[src/rtl/bus_demux3_pkg.sv]
// Shared state encoding, slave indices and select helper for the 3-way bus demux.
package bus_demux3_pkg;

  typedef enum logic [1:0] {
    ST_IDLE  = 2'd0,
    ST_ISSUE = 2'd1,
    ST_WAIT  = 2'd2,
    ST_RESP  = 2'd3
  } state_t;

  localparam logic [1:0] SEL_MEM  = 2'd0;
  localparam logic [1:0] SEL_MMIO = 2'd1;
  localparam logic [1:0] SEL_DBG  = 2'd2;

  // Index 3 never decodes, so it maps to no slave at all.
  function automatic logic [2:0] sel_onehot(input logic [1:0] sel);
    return 3'b001 << sel;
  endfunction

endpackage

[src/rtl/bus_demux3_decode.sv]
// Address region decode: masked address against the MMIO and debug bases, memory otherwise.
// Latency: combinational. Backpressure: none.
module addr_decode3 #(
  parameter int               WIDTH       = 32,
  parameter logic [WIDTH-1:0] S1_BASE     = WIDTH'(32'hFFFF_0000),
  parameter logic [WIDTH-1:0] S2_BASE     = WIDTH'(32'hFFFE_0000),
  parameter logic [WIDTH-1:0] REGION_MASK = WIDTH'(32'hFFFF_0000)
) (
  input  logic [WIDTH-1:0] addr,
  output logic [1:0]       sel
);
  import bus_demux3_pkg::*;

  logic [WIDTH-1:0] region;

  assign region = addr & REGION_MASK;

  // MMIO wins if both bases are ever configured to the same region.
  always_comb begin
    sel = SEL_MEM;
    if (region == S1_BASE)
      sel = SEL_MMIO;
    else if (region == S2_BASE)
      sel = SEL_DBG;
  end

endmodule

[src/rtl/mux3.sv]
// Generic three-input data mux.
// Latency: combinational. Backpressure: none.
module mux3 #(
  parameter int WIDTH = 32
) (
  input  logic [1:0]       sel,
  input  logic [WIDTH-1:0] d0,
  input  logic [WIDTH-1:0] d1,
  input  logic [WIDTH-1:0] d2,
  output logic [WIDTH-1:0] y
);

  always_comb begin
    y = d0;
    case (sel)
      2'd1:    y = d1;
      2'd2:    y = d2;
      default: y = d0;
    endcase
  end

endmodule

[src/rtl/bus_demux3.sv]
// Single-outstanding request demux from one master to three slaves with response timeout.
// Latency: 3 cycles accept-to-m_rvalid minimum, +1 per stalled ISSUE/WAIT cycle.
// Backpressure: m_ready low while a request is in flight; ISSUE waits on s_ready forever.
module bus_demux3 #(
  parameter int               WIDTH       = 32,
  parameter logic [WIDTH-1:0] S1_BASE     = WIDTH'(32'hFFFF_0000),
  parameter logic [WIDTH-1:0] S2_BASE     = WIDTH'(32'hFFFE_0000),
  parameter logic [WIDTH-1:0] REGION_MASK = WIDTH'(32'hFFFF_0000),
  parameter int               TIMEOUT     = 255
) (
  input  logic             clk,
  input  logic             rst,
  input  logic             m_valid,
  output logic             m_ready,
  input  logic [WIDTH-1:0] m_addr,
  input  logic [WIDTH-1:0] m_wdata,
  input  logic             m_we,
  output logic             m_rvalid,
  output logic [WIDTH-1:0] m_rdata,
  output logic             m_err,
  output logic [2:0]       s_valid,
  input  logic [2:0]       s_ready,
  output logic [WIDTH-1:0] s_addr,
  output logic [WIDTH-1:0] s_wdata,
  output logic             s_we,
  input  logic [2:0]       s_rvalid,
  input  logic [WIDTH-1:0] s_rdata0,
  input  logic [WIDTH-1:0] s_rdata1,
  input  logic [WIDTH-1:0] s_rdata2
);
  import bus_demux3_pkg::*;

  localparam int             CW       = $clog2(TIMEOUT + 1);
  localparam logic [CW-1:0]  CNT_LAST = CW'(TIMEOUT - 1);

  state_t           state;
  logic [1:0]       dec_sel;
  logic [1:0]       sel_q;
  logic [2:0]       sel_oh;
  logic [WIDTH-1:0] addr_q;
  logic [WIDTH-1:0] wdata_q;
  logic             we_q;
  logic [WIDTH-1:0] rsp_dat;
  logic [CW-1:0]    cnt;
  logic             req_ack;
  logic             rsp_hit;

  addr_decode3 #(
    .WIDTH       (WIDTH),
    .S1_BASE     (S1_BASE),
    .S2_BASE     (S2_BASE),
    .REGION_MASK (REGION_MASK)
  ) u_decode (
    .addr (m_addr),
    .sel  (dec_sel)
  );

  mux3 #(
    .WIDTH (WIDTH)
  ) u_rsp_mux (
    .sel (sel_q),
    .d0  (s_rdata0),
    .d1  (s_rdata1),
    .d2  (s_rdata2),
    .y   (rsp_dat)
  );

  // Handshakes only count on the latched slave; other slaves' strobes are ignored.
  assign sel_oh  = sel_onehot(sel_q);
  assign req_ack = |(s_ready & sel_oh);
  assign rsp_hit = |(s_rvalid & sel_oh);

  assign s_addr  = addr_q;
  assign s_wdata = wdata_q;
  assign s_we    = we_q;

  always_ff @(posedge clk) begin
    if (rst) begin
      state    <= ST_IDLE;
      m_ready  <= 1'b1;
      m_rvalid <= 1'b0;
      m_rdata  <= '0;
      m_err    <= 1'b0;
      s_valid  <= 3'b000;
      addr_q   <= '0;
      wdata_q  <= '0;
      we_q     <= 1'b0;
      sel_q    <= SEL_MEM;
      cnt      <= '0;
    end else begin
      case (state)
        ST_IDLE: begin
          if (m_valid) begin
            addr_q  <= m_addr;
            wdata_q <= m_wdata;
            we_q    <= m_we;
            sel_q   <= dec_sel;
            s_valid <= sel_onehot(dec_sel);
            m_ready <= 1'b0;
            state   <= ST_ISSUE;
          end
        end
        ST_ISSUE: begin
          if (req_ack) begin
            s_valid <= 3'b000;
            cnt     <= '0;
            state   <= ST_WAIT;
          end
        end
        ST_WAIT: begin
          cnt <= cnt + 1'b1;
          // A response landing on the final count still beats the timeout.
          if (rsp_hit) begin
            m_rdata  <= rsp_dat;
            m_err    <= 1'b0;
            m_rvalid <= 1'b1;
            state    <= ST_RESP;
          end else if (cnt == CNT_LAST) begin
            m_rdata  <= '0;
            m_err    <= 1'b1;
            m_rvalid <= 1'b1;
            state    <= ST_RESP;
          end
        end
        ST_RESP: begin
          m_rvalid <= 1'b0;
          m_ready  <= 1'b1;
          state    <= ST_IDLE;
        end
        default: begin
          state   <= ST_IDLE;
          m_ready <= 1'b1;
        end
      endcase
    end
  end

endmodule

[config.mk]
export PLATFORM = sky130hd
export DESIGN_NAME = bus_demux3
export DESIGN_NICKNAME = d
export VERILOG_FILES = /design/src/rtl/bus_demux3_pkg.sv /design/src/rtl/bus_demux3_decode.sv /design/src/rtl/mux3.sv /design/src/rtl/bus_demux3.sv
export SDC_FILE = /design/constraint.sdc
export NUM_CORES = 1
export LEC_CHECK = 0
export ABC_AREA = 1
export CORE_AREA = 4 4 119 121
export DETAILED_ROUTE_END_ITERATION = 10
export DIE_AREA = 0 0 123 125
export PLACE_DENSITY = 0.81
export SYNTH_ARGS = -nofsm -noshare
export SYNTH_HDL_FRONTEND = slang
export SYNTH_SLANG_ARGS = --single-unit
[constraint.sdc]
create_clock -name clk -period 2.3 [get_ports clk]
set_clock_uncertainty 0.15 [all_clocks]
set_input_delay 0.46 -clock clk [delete_from_list [all_inputs] [get_ports clk]]
set_output_delay 0.46 -clock clk [all_outputs]
set_load 0.01 [all_outputs]
; Yosys cells after proc, flatten, opt, wreduce, memory -nomap -nowiden
; Cells that the tools add are included.
[classes]
add_sub_neg = 1
n_eq_ne = 11
shift = 2
muxes = 21
bitwise_logic = 2
n_reduce_logical = 15
[op_table]
columns = op, count
row1 = 2-to-1 mux 32 bit, 2
row2 = case mux 32 bit (2 select lines), 1
row3 = "equality test 16 bit, second input constant", 2
row4 = case mux 8 bit (2 select lines), 1
row5 = 2-to-1 mux 2 bit, 6
row6 = AND reduction 2 bit, 5
row7 = nonzero test 2 bit, 5
row8 = "adder 8 x 1 -> 8 bit, second input constant", 1
row9 = "equality test 8 bit, second input constant", 1
row10 = 2-to-1 mux 8 bit, 1
row11 = case mux 2 bit (4 select lines), 1
row12 = bitwise AND 3 bit, 2
row13 = "equality test 2 bit, second input constant", 3
row14 = 2-to-1 mux 3 bit, 2
row15 = case mux 3 bit (2 select lines), 1
row16 = AND reduction 3 bit, 2
row17 = OR reduction 3 bit, 2
row18 = "left shift 1 x 2 -> 3 bit, first input constant", 2
row19 = "equality test 2 x 1 -> 1 bit, second input constant", 2
row20 = 2-to-1 mux 1 bit, 4
row21 = "inequality test 2 bit, second input constant", 2
row22 = case mux 1 bit (2 select lines), 2
row23 = "inequality test 3 bit, second input constant", 1
row24 = logical NOT 2 bit, 1
[totals]
register_bits = 115
input_bits = 170
out_inout_bits = 103
elab_cells = 63

; Depth between registers and ports, before layout
[depth]
ltp_word = 6
mapped_depth = 13
ltp_nobuf = 11

; Modules after synthesis
; From an unflattened synthesis, not the netlist that was laid out.
[hier_totals]
hier_cells = 805
hier_area_um2 = 5293.8
[modules_own_cells]
columns = mod, instances, cells_each, area_per_inst_um2
row1 = bus_demux3, 1, 575, 4337.9
row2 = mux3, 1, 210, 878.3
row3 = addr_decode3, 1, 20, 77.6

; Least setup slack after synthesis
; OpenSTA, ideal clock, no wires.
[synth_timing]
path_kind = reg-to-reg
startpoint = reg sel_q[0]
endpoint = reg m_err
t_arrival_ns = 1.469
t_required_ns = 2.038
slack_ns = 0.569
stages_incl_launch_ff = 14
synth_period_minus_slack_ns = 1.731
cell_sequence = dfxtp_1 -> inv_1 -> ha_1 -> buf_6 -> nand2_1 -> inv_1 -> nor2_2 -> nand2_1 -> nand2_2 -> inv_2 -> buf_6 -> buf_6 -> nor2_1 -> nor2_1
[synth_via]
elab_chain_cells = 5
word_cells_on_any_way = 6
classes_between = 1 x shift / 1 x mux / 1 x bitwise / 3 x reduce/logical
[synth_lines]
columns = item, line_no
row1 = from (decl), bus_demux3.sv:38  ; logic [1:0] sel_q;
row2 = from (signal assigned), bus_demux3.sv:97  ; sel_q <= dec_sel;
row3 = left shift 1 x 2 -> 3 bit (*), bus_demux3_pkg.sv:17  ; return 3'b001 << sel;
row4 = bitwise AND 3 bit (*), bus_demux3.sv:71  ; assign rsp_hit = |(s_rvalid & sel_oh);
row5 = OR reduction 3 bit (*), bus_demux3.sv:71
row6 = nonzero test 2 bit (no source line), -
row7 = AND reduction 2 bit (no source line), -
row8 = to (signal assigned), bus_demux3.sv:83  ; m_err <= 1'b0;
row9 = to (signal assigned), bus_demux3.sv:115  ; m_err <= 1'b0;
row10 = to (signal assigned), bus_demux3.sv:120  ; m_err <= 1'b1;
row11 = to (decl), bus_demux3.sv:20  ; output logic m_err,
; Mark *: on every way between the ends. The rest lies on a longest branch, timed or not.
; A chain may end at the register's enable or synchronous reset.

; Worst setup path after layout
[layout_timing]
startpoint = reg m_err
endpoint = out m_err
; No word-level cell between the ends.

==> results.tsv <==
stage	metric	value	unit
clock_network	Root Driver	clkbuf_16	
floorplan	Initial Util	0.395	
clock_network	clock latency at the later pin of the worst-skew pair	0.40	ns
global_route	GRT Residual Overflow	0	
global_route	first-pass GRT wire length	27500	microns
floorplan	die area	15400	sq um
synth	cell taking the most area after synthesis	dfxtp_1	
cells_and_area	n_diodes	0	
clock_network	CTS tree	done	
synth	Yosys top cell area share	0.446	
clock_network	clock-pin slew on the worst setup and hold paths	0.06	ns
power	P_int	6.01	mW
sta	final setup fails	0	
outcome	status	complete, no violations	
worst_setup_path	CP max stage cell	clkdlybuf4s50_1	
synth	Cells after Synth	757	
floorplan	Die Wd	123	microns
clock_network	# H-tree levels	4	
sta	worst slew pin tran	0.446	ns
clock_network	number of setup buffers added after CTS	0	
routing	DRT Wirelength	17900	microns
sta	Fin Setup TNS	0	ns
synth	Seq/Total Area, Yosys	0.446	
sta	min Tclk post-route	1.96	ns
placement	DP HPWL	13300	microns
worst_setup_path	kind of critical path	reg2out	
worst_setup_path	crit path cell chain	clkdlybuf4s50_1	
power	VDD IR max	696	uV
global_route	vias in the first global route	5426	
routing	Vias/cell	4.75	
floorplan	Die Span Y	125	microns
clock_network	Post-CTS Hold Fix Bufs	0	
placement	Port Buf Inserts	272	
worst_setup_path	Critical Path Fanout Max	2	
synth	Synthesized Nets	936	
clock_network	Max Root-Sink Buffers	2	
placement	placed standard-cell area	8050	sq um
global_route	Tot GR Track Use	0.226	
synth	Post-synth top cells	nor2_1, nand2_1, dfxtp_1	
routing	WL/cell	14.8	microns
power	Clk pwr share	0.291	
routing	drt first pass iters	4	
global_route	pin count of the biggest net entering global routing	67	
routing	initial detailed-routing violation count	389	
power	net switching power	3.24	mW
worst_setup_path	crit-path leading delay family	buffers and inverters	
cells_and_area	Design Area, Final	8660	sq um
cells_and_area	Core Util, Final	0.662	
cells_and_area	Layout area overhead	67.5	%
synth	most numerous cell in the Yosys netlist	nor2_1	
worst_setup_path	Arrival @ worst endpoint	1.35	ns
synth	Mean Syn Cell Area	6.83	sq um
synth	Post-Synthesis Cell Area	5170	sq um
power	pwr/cell area	1070	nW/um^2
sta	Hold Fails Final Rpt	0	
clock_network	total of cells resized after clock tree synthesis	0	
routing	Vias	5719	
clock_network	clock sinks	115	
sta	crit share post-route	0.852	
sta	Slew Limit Fails	0	
placement	routability congestion estimate	0.850	
cells_and_area	Nets	1194	
floorplan	row cnt	42	
placement	pre-CTS setup slack	0.244	ns
worst_setup_path	Data required, critical path	1.69	ns
sta	Max Freq	0.510	GHz
job	Max Cap Viol	0	
worst_setup_path	crit start category	flip-flop	
hold_path	worst hold path class	reg2reg	
cells_and_area	share of layout cells above drive strength 1	0.0584	
placement	placed cell count	1172	
sta	setup ws final	0.341	ns
worst_setup_path	CP bufs+invs	1	
power	sequential power share	0.294	
clock_network	CTS Buf Count	17	
worst_setup_path	CP max stage delay	0.58	ns
routing	DR DRC count	0	
sta	Max transition margin	0.701	
synth	#FFs+latches synth	115	
floorplan	Core ar.	13100	sq um
synth	number of synthesized flops with an enable pin	0	
synth	synthesis warning total	0	
routing	Final ANT Viol Nets	0	
floorplan	I/O Pins	273	
synth	Synth async-reset ratio	0	
global_route	initial antenna violation count	0	
cells_and_area	fin cells	1204	
synth	top cells by area, synth	dfxtp_1, nor2_1, nand2_1, o21ai_0, nand3_1	
cells_and_area	fillers	1104	
power	leakage power	3.38	nW
power	switching portion of total power	0.350	
power	logic gate share of total power	0.414	
worst_setup_path	crit end category	output port	
synth	Main synth FF type	dfxtp_1	
sta	RSZ-0062 raised after global routing	no	
synth	Synth cell types	22	
## cells in the final DEF (no fill, tap or decap), types with 5 or more instances in the layout
cell	netlist	layout
buf_12	0	5
clkinvlp_4	0	5
a21oi_1	23	23
inv_1	27	26
o211ai_1	13	13
nand4_1	5	5
o21ai_0	99	99
nand3_1	42	42
clkdlybuf4s50_1	0	272
nand2_1	143	142
buf_4	0	10
nor2_1	214	214
ha_1	9	9
dfxtp_1	115	115
nor2_2	9	9
clkbuf_16	0	17
## sequential cells by signal, indices dropped and copies added, names as in the netlist
signal	cells
sel_q	2
s_addr	32
m_err	1
m_rdata	32
state	2
s_wdata	32
cnt	8
m_ready	1
s_we	1
m_rvalid	1
s_valid	3
## routing by layer
layer | GRT usage | routed length [microns] | vias to the layer above
li1 | - | - | 2944
met1 | 0.256 | 7210 | 2581
met2 | 0.399 | 9200 | 158
met3 | 0.0488 | 894 | 36
met4 | 0.106 | 568 | 0
met5 | 0 | 0 | -
## layout make-up
| class | count | area (sq um) | area share |
|---|---|---|---|
| Clock buffer | 20 | 457 | 0.0528 |
| Tap cell | 176 | 220 | 0.0254 |
| Sequential cell | 115 | 2300 | 0.266 |
| Timing Repair Buffer | 287 | 2900 | 0.335 |
| Clock inverter | 12 | 155 | 0.0179 |
| Multi-Input combinational cell | 565 | 2520 | 0.291 |
| Inverter | 29 | 109 | 0.0126 |
## final timing paths
kind	start	endpoint	slack (ns)	cells after the start
max	m_err$_SDFFE_PP0P_	m_err	0.34	1
min	m_rdata[8]$_SDFFE_PP0P_	m_rdata[8]$_SDFFE_PP0P_	0.33	2
max reg2reg	sel_q[0]$_SDFFE_PP0P_	m_rdata[27]$_SDFFE_PP0P_	0.37	8
min reg2reg	m_rdata[8]$_SDFFE_PP0P_	m_rdata[8]$_SDFFE_PP0P_	0.33	2
## kinds of logic (layout without fill, tap and decap cells)
kind of cell,Yosys count,after routing,share of synthesized area
adders and majority gates,9,9,0.0218
and+or+nand+nor,418,418,0.323
buffers and inverters,77,348,0.0680
xor gates and xnor gates,1,1,0.00170
AOI/OAI and AO/OA,137,137,0.140
DFF,115,115,0.446
## worst min-delay path, stage by stage (launching register included)
cell and delay (ns):
dfxtp_1 0.31, nand2_1 0.06, a21oi_1 0.06
## power groups by stage
stage               Sequential, mW  Combinational, mW  Clock (mW)
floorplan                     2.95               1.90           0
global placement              2.74               3.77           0
detailed placement            2.76               3.82           0
CTS                           2.72               3.85        2.74
global route                  2.78               4.23        2.84
finish                        2.72               3.83        2.69
## stage by stage
step	power, mW	hold slack [ns]
after global routing	9.85	0.333
after CTS	9.31	0.325
after detailed placement	6.58	0.314
after floorplan	4.85	0.324
after global placement	6.51	0.311
final	9.24	0.326
Note: power is estimated with default switching activity, not from simulation.
